## config.mk

```make
export PLATFORM = sky130hd
export DESIGN_NAME = taxi_sfp_link_ctrl
export DESIGN_NICKNAME = d
export VERILOG_FILES = /design/src/rtl/taxi_sfp_link_ctrl.sv
export SDC_FILE = /design/constraint.sdc
export NUM_CORES = 1
export LEC_CHECK = 0
export ABC_AREA = 1
export BUFFER_PORTS_ARGS = -buffer_cell sky130_fd_sc_hd__buf_2
export CAP_MARGIN = 0
export CORE_ASPECT_RATIO = 1.5
export CORE_MARGIN = 4
export CORE_UTILIZATION = 55
export DETAILED_ROUTE_END_ITERATION = 12
export GPL_ROUTABILITY_DRIVEN = 0
export PLACE_DENSITY = 0.74
export RECOVER_POWER = 25
export SYNTH_ARGS = -nofsm -noshare
export SYNTH_HDL_FRONTEND = slang
export SYNTH_SLANG_ARGS = --single-unit
```

## constraint.sdc

```tcl
create_clock -name clk -period 3.15 [get_ports clk]
set_clock_uncertainty 0.05 [all_clocks]
set_input_delay 0.4725 -clock clk [delete_from_list [all_inputs] [get_ports clk]]
set_output_delay 0.4725 -clock clk [all_outputs]
set_load 0.02 [all_outputs]
```

## src/rtl/taxi_sfp_link_ctrl.sv

```systemverilog
`default_nettype none
//------------------------------------------------------------------------------
// Module : taxi_sfp_link_ctrl
// Brief  : SFP+ cage bring-up and link supervisor. Define
//          TAXI_SFP_CTRL_LOS_CHECK_EN to qualify the link with sfp_los.
// Rev    : 1.0  initial release
//------------------------------------------------------------------------------
module taxi_sfp_link_ctrl #(
  parameter int unsigned DEBOUNCE_CYC     = 1000000,
  parameter int unsigned TX_EN_CYC        = 12500,
  parameter int unsigned RST_CYC          = 125,
  parameter int unsigned LOCK_TIMEOUT_CYC = 12500000,
  parameter int unsigned RETRY_CYC        = 1250000
) (
  input  logic       clk,
  input  logic       rst_n,
  input  logic       enable,
  input  logic [1:0] rate_sel,
  input  logic       sfp_npres,
  input  logic       sfp_los,
  input  logic       pll_locked,
  input  logic       rx_block_lock,
  output logic       sfp_tx_disable,
  output logic [1:0] sfp_rs,
  output logic       xcvr_rst,
  output logic       link_up,
  output logic [2:0] state,
  output logic [7:0] fault_cnt,
  output logic [1:0] led
);

  typedef enum logic [2:0] {
    ST_IDLE      = 3'd0,
    ST_DEBOUNCE  = 3'd1,
    ST_TX_EN     = 3'd2,
    ST_XCVR_RST  = 3'd3,
    ST_LOCK_WAIT = 3'd4,
    ST_LINK_UP   = 3'd5,
    ST_HOLDOFF   = 3'd6
  } state_t;

  localparam logic [31:0] c_deb_load   = DEBOUNCE_CYC - 32'd1;
  localparam logic [31:0] c_tx_load    = TX_EN_CYC - 32'd1;
  localparam logic [31:0] c_rst_load   = RST_CYC - 32'd1;
  localparam logic [31:0] c_lock_load  = LOCK_TIMEOUT_CYC - 32'd1;
  localparam logic [31:0] c_retry_load = RETRY_CYC - 32'd1;

  logic [1:0]  r_pres_sync, r_lock_sync, r_blk_sync;
  logic        w_present, w_ok;
  state_t      r_state, w_state_nxt;
  logic [31:0] r_cnt, w_cnt_nxt;
  logic        w_cnt_zero, w_fault_inc;
  logic        r_tx_disable, r_xcvr_rst, r_link_up, r_mod_present;
  logic [1:0]  r_sfp_rs;
  logic [7:0]  r_fault;

  always_ff @(posedge clk or negedge rst_n) begin
    if (!rst_n) begin
      r_pres_sync <= 2'b00;
      r_lock_sync <= 2'b00;
      r_blk_sync  <= 2'b00;
    end else begin
      r_pres_sync <= {r_pres_sync[0], ~sfp_npres};
      r_lock_sync <= {r_lock_sync[0], pll_locked};
      r_blk_sync  <= {r_blk_sync[0], rx_block_lock};
    end
  end

  assign w_present = r_pres_sync[1];

`ifdef TAXI_SFP_CTRL_LOS_CHECK_EN
  logic [1:0] r_los_sync;

  always_ff @(posedge clk or negedge rst_n) begin
    if (!rst_n) r_los_sync <= 2'b00;
    else        r_los_sync <= {r_los_sync[0], sfp_los};
  end

  assign w_ok = r_lock_sync[1] & r_blk_sync[1] & ~r_los_sync[1];
`else
  logic w_unused_los;
  assign w_unused_los = sfp_los;
  assign w_ok = r_lock_sync[1] & r_blk_sync[1];
`endif

  assign w_cnt_zero = (r_cnt == 32'd0);

  // Abort (disable or module pulled) outranks every timer and lock event.
  always_comb begin
    w_state_nxt = r_state;
    w_fault_inc = 1'b0;
    if (r_state != ST_IDLE && (!enable || !w_present)) begin
      w_state_nxt = ST_IDLE;
    end else begin
      case (r_state)
        ST_IDLE:      if (enable && w_present) w_state_nxt = ST_DEBOUNCE;
        ST_DEBOUNCE:  if (w_cnt_zero) w_state_nxt = ST_TX_EN;
        ST_TX_EN:     if (w_cnt_zero) w_state_nxt = ST_XCVR_RST;
        ST_XCVR_RST:  if (w_cnt_zero) w_state_nxt = ST_LOCK_WAIT;
        ST_LOCK_WAIT: begin
          if (w_ok) begin
            w_state_nxt = ST_LINK_UP;
          end else if (w_cnt_zero) begin
            w_state_nxt = ST_HOLDOFF;
            w_fault_inc = 1'b1;
          end
        end
        ST_LINK_UP: begin
          if (!w_ok) begin
            w_state_nxt = ST_HOLDOFF;
            w_fault_inc = 1'b1;
          end
        end
        ST_HOLDOFF:   if (w_cnt_zero) w_state_nxt = ST_XCVR_RST;
        default:      w_state_nxt = ST_IDLE;
      endcase
    end
  end

  // Counter reloads on every state change so each timed state dwells PARAM cycles.
  always_comb begin
    w_cnt_nxt = r_cnt;
    if (w_state_nxt != r_state) begin
      case (w_state_nxt)
        ST_DEBOUNCE:  w_cnt_nxt = c_deb_load;
        ST_TX_EN:     w_cnt_nxt = c_tx_load;
        ST_XCVR_RST:  w_cnt_nxt = c_rst_load;
        ST_LOCK_WAIT: w_cnt_nxt = c_lock_load;
        ST_HOLDOFF:   w_cnt_nxt = c_retry_load;
        default:      w_cnt_nxt = 32'd0;
      endcase
    end else if (!w_cnt_zero) begin
      w_cnt_nxt = r_cnt - 32'd1;
    end
  end

  always_ff @(posedge clk or negedge rst_n) begin
    if (!rst_n) begin
      r_state <= ST_IDLE;
      r_cnt   <= 32'd0;
    end else begin
      r_state <= w_state_nxt;
      r_cnt   <= w_cnt_nxt;
    end
  end

  // Outputs decode the current state register, so they trail it by one cycle.
  always_ff @(posedge clk or negedge rst_n) begin
    if (!rst_n) begin
      r_tx_disable  <= 1'b1;
      r_xcvr_rst    <= 1'b1;
      r_link_up     <= 1'b0;
      r_mod_present <= 1'b0;
      r_sfp_rs      <= 2'd0;
      r_fault       <= 8'd0;
    end else begin
      r_tx_disable  <= (r_state == ST_IDLE) || (r_state == ST_DEBOUNCE);
      r_xcvr_rst    <= !((r_state == ST_LOCK_WAIT) || (r_state == ST_LINK_UP));
      r_link_up     <= (r_state == ST_LINK_UP);
      r_mod_present <= (r_state != ST_IDLE) && (r_state != ST_DEBOUNCE);
      if (r_state == ST_IDLE) r_sfp_rs <= rate_sel;
      if (w_fault_inc && (r_fault != 8'hff)) r_fault <= r_fault + 8'd1;
    end
  end

  assign sfp_tx_disable = r_tx_disable;
  assign sfp_rs         = r_sfp_rs;
  assign xcvr_rst       = r_xcvr_rst;
  assign link_up        = r_link_up;
  assign state          = r_state;
  assign fault_cnt      = r_fault;
  assign led            = {r_mod_present, r_link_up};

endmodule
`default_nettype wire
```

## Word level (Yosys, flattened, before mapping)

Cells that the tools add are included.
W data, S select, Z words.

| storage, ports and cells | value |
|---|---|
| input port bits | 9 |
| flip-flop bits (word level) | 55 |
| word-level logic and storage cells | 61 |
| output and inout port bits | 18 |

| operators by class | value |
|---|---|
| reductions and logical operators | 14 |
| $add $sub $neg | 2 |
| eq/ne operators | 15 |
| bitwise operators | 2 |
| mux-type cells | 17 |

Operators with widths:

| operator | count |
|---|---|
| $pmux W24 S5 | 1 |
| $mux W32 | 2 |
| $logic_not A32 Y1 | 1 |
| $sub A32 B1 Y32 const B | 1 |
| $mux W3 | 8 |
| $pmux W3 S6 | 1 |
| $eq A3 B3 Y1 const B | 5 |
| $eq A3 B2 Y1 const B | 4 |
| $add A8 B1 Y8 const B | 1 |
| $ne A8 B8 Y1 const B | 1 |
| $eq A3 B1 Y1 const B | 2 |
| $logic_and A1 B1 Y1 | 4 |
| $mux W1 | 4 |
| $logic_not A1 Y1 | 3 |
| $logic_not A3 Y1 | 1 |
| $logic_or A1 B1 Y1 | 3 |
| $ne A3 B1 Y1 const B | 1 |
| $ne A3 B3 Y1 | 1 |
| $reduce_bool A3 Y1 | 1 |
| $ne A2 B1 Y1 const B | 1 |
| $pmux W1 S2 | 1 |
| $reduce_or A2 Y1 | 1 |
| $and A1 B1 Y1 | 1 |
| $not A1 Y1 | 1 |

## Logic depth before layout (Yosys ltp)

Gate-level depths: netlist of run 1.

| logic depth | value |
|---|---|
| word-level depth | 8 |
| mapped depth | 17 |
| mapped depth without buffers | 17 |

## Least setup slack after synthesis of run 1

OpenSTA, ideal clock, no wires.

| timing path | value |
|---|---|
| path type | register to register |
| from | register r_cnt[0] |
| to | register r_cnt[2] |
| stages on the path, launching flop included | 17 |
| data required time | 2.970 ns |
| data arrival time | 2.072 ns |
| period minus slack after synthesis | 2.252 ns |
| path buffers | 1 |
| setup slack | 0.898 ns |
| setup time | 0.130 ns |
| cell sequence | dfrtp_1 inv_1 ha_1 nand2_4 nor2_8 nand2_4 nor2_8 inv_2 nand2_2 nand3_2 nand2_4 nand2_1 nand2_4 nand3_4 nor2_2 buf_4 a21oi_1 |

| between the ends | value |
|---|---|
| word-level cells in the longest chain between the ends | 8 |
| elaborated cells on any way between the ends | 19 |
| classes of those cells | add/sub (1); eq/ne (7); mux (10); reduce/logical (1) |

Ends and longest elaborated chain:

| what | RTL line | RTL |
|---|---|---|
| start, declared | 51 | `logic [31:0] r_cnt, w_cnt_nxt;` |
| start signal, assigned | 143 | `r_cnt <= w_cnt_nxt;` |
| $logic_not A32 Y1 | 86 | `assign w_cnt_zero = (r_cnt == 32'd0);` |
| $mux W3 | 103 | `end else if (w_cnt_zero) begin` |
| $mux W3 | 101 | `if (w_ok) begin` |
| $pmux W3 S6 | 95 | `case (r_state)` |
| $mux W3 | 92 | `if (r_state != ST_IDLE && (!enable \|\| !w_present)) begin` |
| $eq A3 B3 Y1, or another cell as far along | 124 | `case (w_state_nxt)` |
| $pmux W24 S5 | 124 |  |
| $mux W32 | 123 | `if (w_state_nxt != r_state) begin` |

Several ways; a longest one is shown, not always the timed one. The select of a mux whose other input is x is not followed.
A chain may end at the register's enable or synchronous reset.

## Worst setup path after layout of run 1

| timing path | value |
|---|---|
| from | register r_cnt[0] |
| to | register r_cnt[3] |

The elaborated chain is that of the path after synthesis.

==> results.py, run 1 <==
metrics = {
    "global_route": {
        "grt_pass1_vias": 2645,
        "grt_use_total_pct": 20.8,
        "grt_pass1_wl_microns": 11800,
        "grt_start_max_net_pins": 56,
        "grt-ovfl-total": 0,
        "antenna_found_initial": 0,
    },
    "logic_synthesis": {
        "yosys.area.top_type": "dfrtp_1",
        "yosysUniqueCellTypes": 34,
        "ys_seq_elements": 55,
        "ys_warn_count": 0,
        "synthMostInstantiatedCell": "nand2_1",
        "async_flop_share_pct": 100,
        "synth-edff-count": 0,
        "syn_area_sq_um": 3170,
        "syn-num-nets": 400,
        "yosysSeqAreaShare_pct": 43.5,
        "synth_top_flop_cell": "dfrtp_1",
        "synth_common_cells": "75 x nand2_1, 66 x nor2_1, 53 x dfrtp_1, 28 x inv_1, 22 x nand3_1",
        "postSynthCellCount": 389,
        "synth_top_cell_area_share_pct": 41.8,
        "synth.area.top_cells": "dfrtp_1 42%, nand2_1 8.9%, nor2_1 7.8%",
        "postSynthAreaPerCell_sq_um": 8.16,
    },
    "setup_path": {
        "r2r_slack_ps": 320,
        "crit_family": "simple AND/OR/NAND/NOR gates",
        "start_kind": "flip-flop",
        "crit_chain": "inv_1 -> ha_1 -> nand2_4 -> nor2_8 -> nand2_1 -> nor2_2 -> nand2_1 -> nand2_1 -> nand2_2 -> nand2_2 -> nand2_1 -> nand2_4 -> nand3_4 -> nor2_2 -> buf_4 -> a21oi_1",
        "critPathSlowestCell": "dfrtp_1",
        "path_class": "flip-flop to flip-flop",
        "arrival_ps": 2970,
        "path_common_cell": "nand2_1",
        "worst-path-buf-inv": 2,
        "crit_path_max_incr_delay_ps": 390,
        "end_kind": "flip-flop",
        "worstPathRequired_ps": 3290,
        "critPathMaxFanout": 18,
    },
    "status": {
        "status": "finished clean",
    },
    "sta": {
        "maxSlewViolCount": 0,
        "fin_crit_sh_pct": 89.7,
        "whs_ps": 211,
        "hold_viol": 0,
        "worst_slew_pin_slew_ps": 1320,
        "slew_headroom_pct": 12.3,
        "fin_setup_tns_ps": 0,
        "setup_violations": 0,
        "fmax_mhz": 354,
        "rsz0062_at_grt": "no",
        "final.min_clock_period_ps": 2830,
    },
    "routing": {
        "vias": 2609,
        "drc_errors": 0,
        "drt_first_pass_iters": 4,
        "routed_wl_microns": 6720,
        "wl_per_cell_microns": 13.7,
        "drt_iter0_drc": 138,
        "ant_nets": 0,
        "viasPerCell": 5.34,
    },
    "clock_network": {
        "post-cts-setup-buffers": 0,
        "insertion_delay_ps": 310,
        "cts_tree": "built",
        "path_clk_slew_ps": 100,
        "cts_root_buf": "clkbuf_8",
        "cts_htree_levels": 2,
        "cts-hold-fix-buffers": 0,
        "post_cts_resized": 0,
        "cts.sinks": 55,
        "ctsLongestPathBuffers": 2,
        "cts_made_buffers": 5,
    },
    "pwr": {
        "ir_drop_mv": 0.440,
        "power_mw": 2.93,
        "leakagePower_nw": 1.79,
        "p_per_area_nw_per_um2": 847,
    },
    "cells_and_area": {
        "drive_gt1_share_pct": 18.6,
        "multi_input_area_sq_um": 1610,
        "areaGrowthSynthToFinish_pct": 8.91,
        "fill_cells": 528,
        "antenna_cells": 0,
        "regArea_sq_um": 1380,
        "utilization_pct": 62.5,
        "nets": 429,
    },
    "min_path": {
        "hp-class": "input port to flip-flop",
    },
    "run": {
        "drv_cap": 0,
    },
    "floorplan": {
        "dieArea_sq_um": 7070,
        "io_pins": 27,
        "die_w_microns": 70.0,
        "start_util_pct": 57.3,
        "core_area_sq_um": 5530,
        "rows": 33,
        "die-height_microns": 101,
    },
    "placement": {
        "hpwlAfterDp_microns": 5060,
        "port_buffers": 25,
    },
}
registers in the layout (all words and copies together), names as in the netlist:
signal          cells
fault_cnt           8
link_up             1
r_blk_sync          2
r_cnt              32
r_lock_sync         2
r_mod_present       1
r_pres_sync         2
sfp_rs              2
sfp_tx_disable      1
state               3
xcvr_rst            1
final timing paths:
check,start,to,cells past startpoint
max in group asynchronous,rst_n,r_cnt[11],2
max,r_cnt[0],r_cnt[3],16
min,rx_block_lock,r_blk_sync[0],1
min reg2reg,r_pres_sync[0],r_pres_sync[1],0
min in group asynchronous,rst_n,r_cnt[23],2
max reg2reg,r_cnt[0],r_cnt[3],16
cell families (layout without fill, tap and decap cells):
family | Yosys count | after routing | share of synthesized area (%)
muxes | 1 | 1 | 0.355
buffers and inverters | 44 | 74 | 5.95
xor gates and xnor gates | 34 | 34 | 9.38
adders and majority gates | 2 | 2 | 0.789
DFF | 55 | 55 | 43.5
AOI/OAI and AO/OA | 27 | 27 | 4.61
and+or+nand+nor | 226 | 226 | 35.5
layout make-up:
cell class              count  share of cell area [%]
clock buffers               6                    2.10
flip-flops and latches     55                    39.9
well taps                  70                    2.53
clock inverters             2                   0.362
multi-input cells         290                    46.5
inverters                  35                    3.80
repair buffers             31                    4.85
worst reg2reg max path, stage by stage (launching register included):
cell and delay, ps:
dfrtp_1 390, inv_1 90, ha_1 270, nand2_4 100, nor2_8 180, nand2_1 130, nor2_2 140, nand2_1 60
nand2_1 100, nand2_2 90, nand2_2 90, nand2_1 100, nand2_4 200, nand3_4 210, nor2_2 250, buf_4 200
a21oi_1 50
cell usage in the layout (no fill, tap or decap), types with 2 or more instances in the layout:
master / instances
xnor2_1: 19
inv_2: 7
nor2_8: 2
xor2_1: 15
nor2_1: 66
buf_2: 25
clkbuf_8: 5
dfrtp_1: 53
nor3_2: 4
nor2_4: 3
nand2_2: 6
nand3_1: 22
nand4_1: 21
a21oi_1: 18
buf_4: 5
nand2_1: 75
inv_1: 28
o21ai_1: 4
nand2_4: 6
nor2_2: 6
ha_1: 2
nor3_1: 9
dfstp_2: 2
nor4_1: 3
per-layer routing:
metal / track usage [%] / vias up / wire (microns)
li1: - / 1309 / -
met1: 22.6 / 1224 / 2640
met2: 39.8 / 63 / 3660
met3: 3.19 / 13 / 279
met4: 8.26 / 0 / 138
met5: 0 / - / 0
report_power, final:
part / switching [mW] / internal [mW] / total [mW] / leakage [nW]
registers: 0.147 / 0.867 / 1.01 / 0.717
clock network: 0.231 / 0.156 / 0.387 / 0.0412
logic: 1.00 / 0.526 / 1.53 / 1.04
total: 1.38 / 1.55 / 2.93 / 1.79
stage by stage:
stage | cells | worst slack (ps) | cell area [sq um]
after floorplan | 389 | 898 | 3170
after global routing | 489 | 84.9 | 3460
final | 489 | 324 | 3460
after CTS | 489 | 328 | 3460
after global placement | 481 | 397 | 3370
after detailed placement | 481 | 358 | 3370
No activity file was read; power rests on OpenSTA's default activity.
==> inputs of run 2 (changes only) <==
--- a/config.mk
+++ b/config.mk
@@ -5,11 +5,10 @@
 export SDC_FILE = /design/constraint.sdc
 export NUM_CORES = 1
 export LEC_CHECK = 0
-export ABC_AREA = 1
 export BUFFER_PORTS_ARGS = -buffer_cell sky130_fd_sc_hd__buf_2
 export CAP_MARGIN = 0
 export CORE_ASPECT_RATIO = 1.5
-export CORE_MARGIN = 4
+export CORE_MARGIN = 2
 export CORE_UTILIZATION = 55
 export DETAILED_ROUTE_END_ITERATION = 12
 export GPL_ROUTABILITY_DRIVEN = 0
==> results.py, run 2 <==
metrics = {
    "status": {
        "status": "finished clean",
    },
    "floorplan": {
        "start_util_pct": 57.2,
        "rows": 33,
        "die_w_microns": 65.7,
        "io_pins": 27,
        "dieArea_sq_um": 6340,
        "die-height_microns": 96.5,
        "core_area_sq_um": 5490,
    },
    "cells_and_area": {
        "drive_gt1_share_pct": 20.3,
        "areaGrowthSynthToFinish_pct": 12.2,
        "layout_common_cells": "53 x dfrtp_1, 31 x a21oi_1, 24 x buf_2",
        "largest_register_ff_count": 32,
        "nets": 370,
        "antenna_cells": 0,
        "mostFrequentLayoutCell": "dfrtp_1",
        "top_register": "r_cnt",
    },
    "logic_synthesis": {
        "synth_top_cell_area_share_pct": 42.2,
        "yosys.area.top_type": "dfrtp_1",
        "yosysUniqueCellTypes": 59,
        "async_flop_share_pct": 100,
        "yosysSeqAreaShare_pct": 43.9,
        "postSynthCellCount": 330,
        "postSynthAreaPerCell_sq_um": 9.51,
        "synth.area.top_cells": "dfrtp_1 42%, a21oi_1 4.9%, nor4_1 3.2%",
        "syn-num-nets": 341,
        "synth_top_flop_cell": "dfrtp_1",
        "synthMostInstantiatedCell": "dfrtp_1",
        "synth_common_cells": "53 x dfrtp_1, 31 x a21oi_1, 17 x nand2_1, 17 x nor2_1",
        "ys_seq_elements": 55,
        "ys_warn_count": 0,
        "syn_area_sq_um": 3140,
        "synth-edff-count": 0,
    },
    "setup_path": {
        "worstPathRequired_ps": 3300,
        "critPathMaxFanout": 8,
        "start_kind": "flip-flop",
        "path_class": "flip-flop to flip-flop",
        "end_kind": "flip-flop",
        "arrival_ps": 3020,
    },
    "clock_network": {
        "cts_htree_levels": 2,
        "path_clk_slew_ps": 100,
        "cts.sinks": 55,
        "cts-hold-fix-buffers": 0,
        "cts_root_buf": "clkbuf_8",
        "ctsLongestPathBuffers": 2,
        "insertion_delay_ps": 310,
        "post_cts_resized": 0,
        "post-cts-setup-buffers": 0,
        "cts_made_buffers": 5,
        "cts_tree": "built",
    },
    "global_route": {
        "grt_pass1_vias": 2725,
        "grt-ovfl-total": 0,
        "antenna_found_initial": 0,
        "grt_pass1_wl_microns": 12800,
        "grt_use_total_pct": 26.4,
        "grt_start_max_net_pins": 30,
    },
    "routing": {
        "vias": 2851,
        "routed_wl_microns": 7880,
        "drt_first_pass_iters": 5,
        "viasPerCell": 6.63,
        "wl_per_cell_microns": 18.3,
        "drt_iter0_drc": 202,
        "drc_errors": 0,
        "ant_nets": 0,
    },
    "placement": {
        "hpwlAfterDp_microns": 5650,
        "port_buffers": 25,
    },
    "pwr": {
        "power_mw": 1.66,
        "leakagePower_nw": 1.52,
        "ir_drop_mv": 0.352,
        "p_per_area_nw_per_um2": 471,
    },
    "sta": {
        "maxSlewViolCount": 0,
        "fin_setup_tns_ps": 0,
        "hold_viol": 0,
        "setup_violations": 0,
        "final.min_clock_period_ps": 2870,
        "slew_headroom_pct": 7.29,
        "fmax_mhz": 349,
        "worst_slew_pin_slew_ps": 1390,
        "rsz0062_at_grt": "no",
        "fin_crit_sh_pct": 91.0,
    },
    "run": {
        "drv_cap": 0,
    },
    "min_path": {
        "hp-class": "input port to flip-flop",
    },
}
run 2: area by class of cell:
type                            count  area [sq um]
Clock buffer                        5          68.8
Timing Repair Buffer               45           287
Tap cell                           70          87.6
Multi-Input combinational cell    247          1630
Inverter                            5          18.8
Fill cell                         476          1970
Clock inverter                      3          47.5
Sequential cell                    55          1380
run 2: critical path: stages (launching register included):
cell,delay [ps]
dfrtp_1,440
or4_1,600
or4_1,720
o311ai_0,480
o311ai_2,180
mux2_2,280
run 2: logic make-up after synthesis:
group / Yosys count / synth area share (%)
AND/OR/NAND/NOR: 139 / 26.3
AO/OA/AOI/OAI: 83 / 17.9
flip-flops: 55 / 43.9
buffers and inverters: 28 / 4.22
XOR/XNOR: 18 / 5.02
multiplexers: 5 / 1.79
adder cells (fa/ha/maj): 2 / 0.797
run 2: per-layer routing:
metal	vias to the layer above	track usage [%]	wire (microns)	share of wire, %
met3	32	3.94	376	4.8
met1	1380	29.7	3020	38
met4	0	16.7	418	5.3
met2	116	46.5	4060	52
met5	-	0	0	0
li1	1323	-	-	-
run 2: through the flow:
stage	util (%)	instance area (sq um)	cells	worst slack, ps	hold WS (ps)
after floorplan	-	3140	330	393	127
after global placement	62.0	3410	422	334	284
after detailed placement	62.0	3410	422	330	285
after CTS	64.2	3520	430	296	115
after global routing	64.1	3520	430	180	197
final	64.1	3520	430	283	212
run 2: path summary, 6_finish.rpt:
check / from / endpoint / slack [ps] / cells after the start
max: r_cnt[14] / r_cnt[6] / 280 / 5
min: pll_locked / r_lock_sync[0] / 210 / 1
max reg2reg: r_cnt[14] / r_cnt[6] / 280 / 5
min reg2reg: r_pres_sync[0] / r_pres_sync[1] / 310 / 0
max in group asynchronous: rst_n / r_cnt[21] / 1560 / 2
min in group asynchronous: rst_n / r_mod_present / 410 / 1
run 2: where the power goes:
group,total (mW),switching [mW],internal (mW)
Sequential,0.815,0.0583,0.757
Combinational,0.360,0.209,0.151
Clock,0.484,0.242,0.241
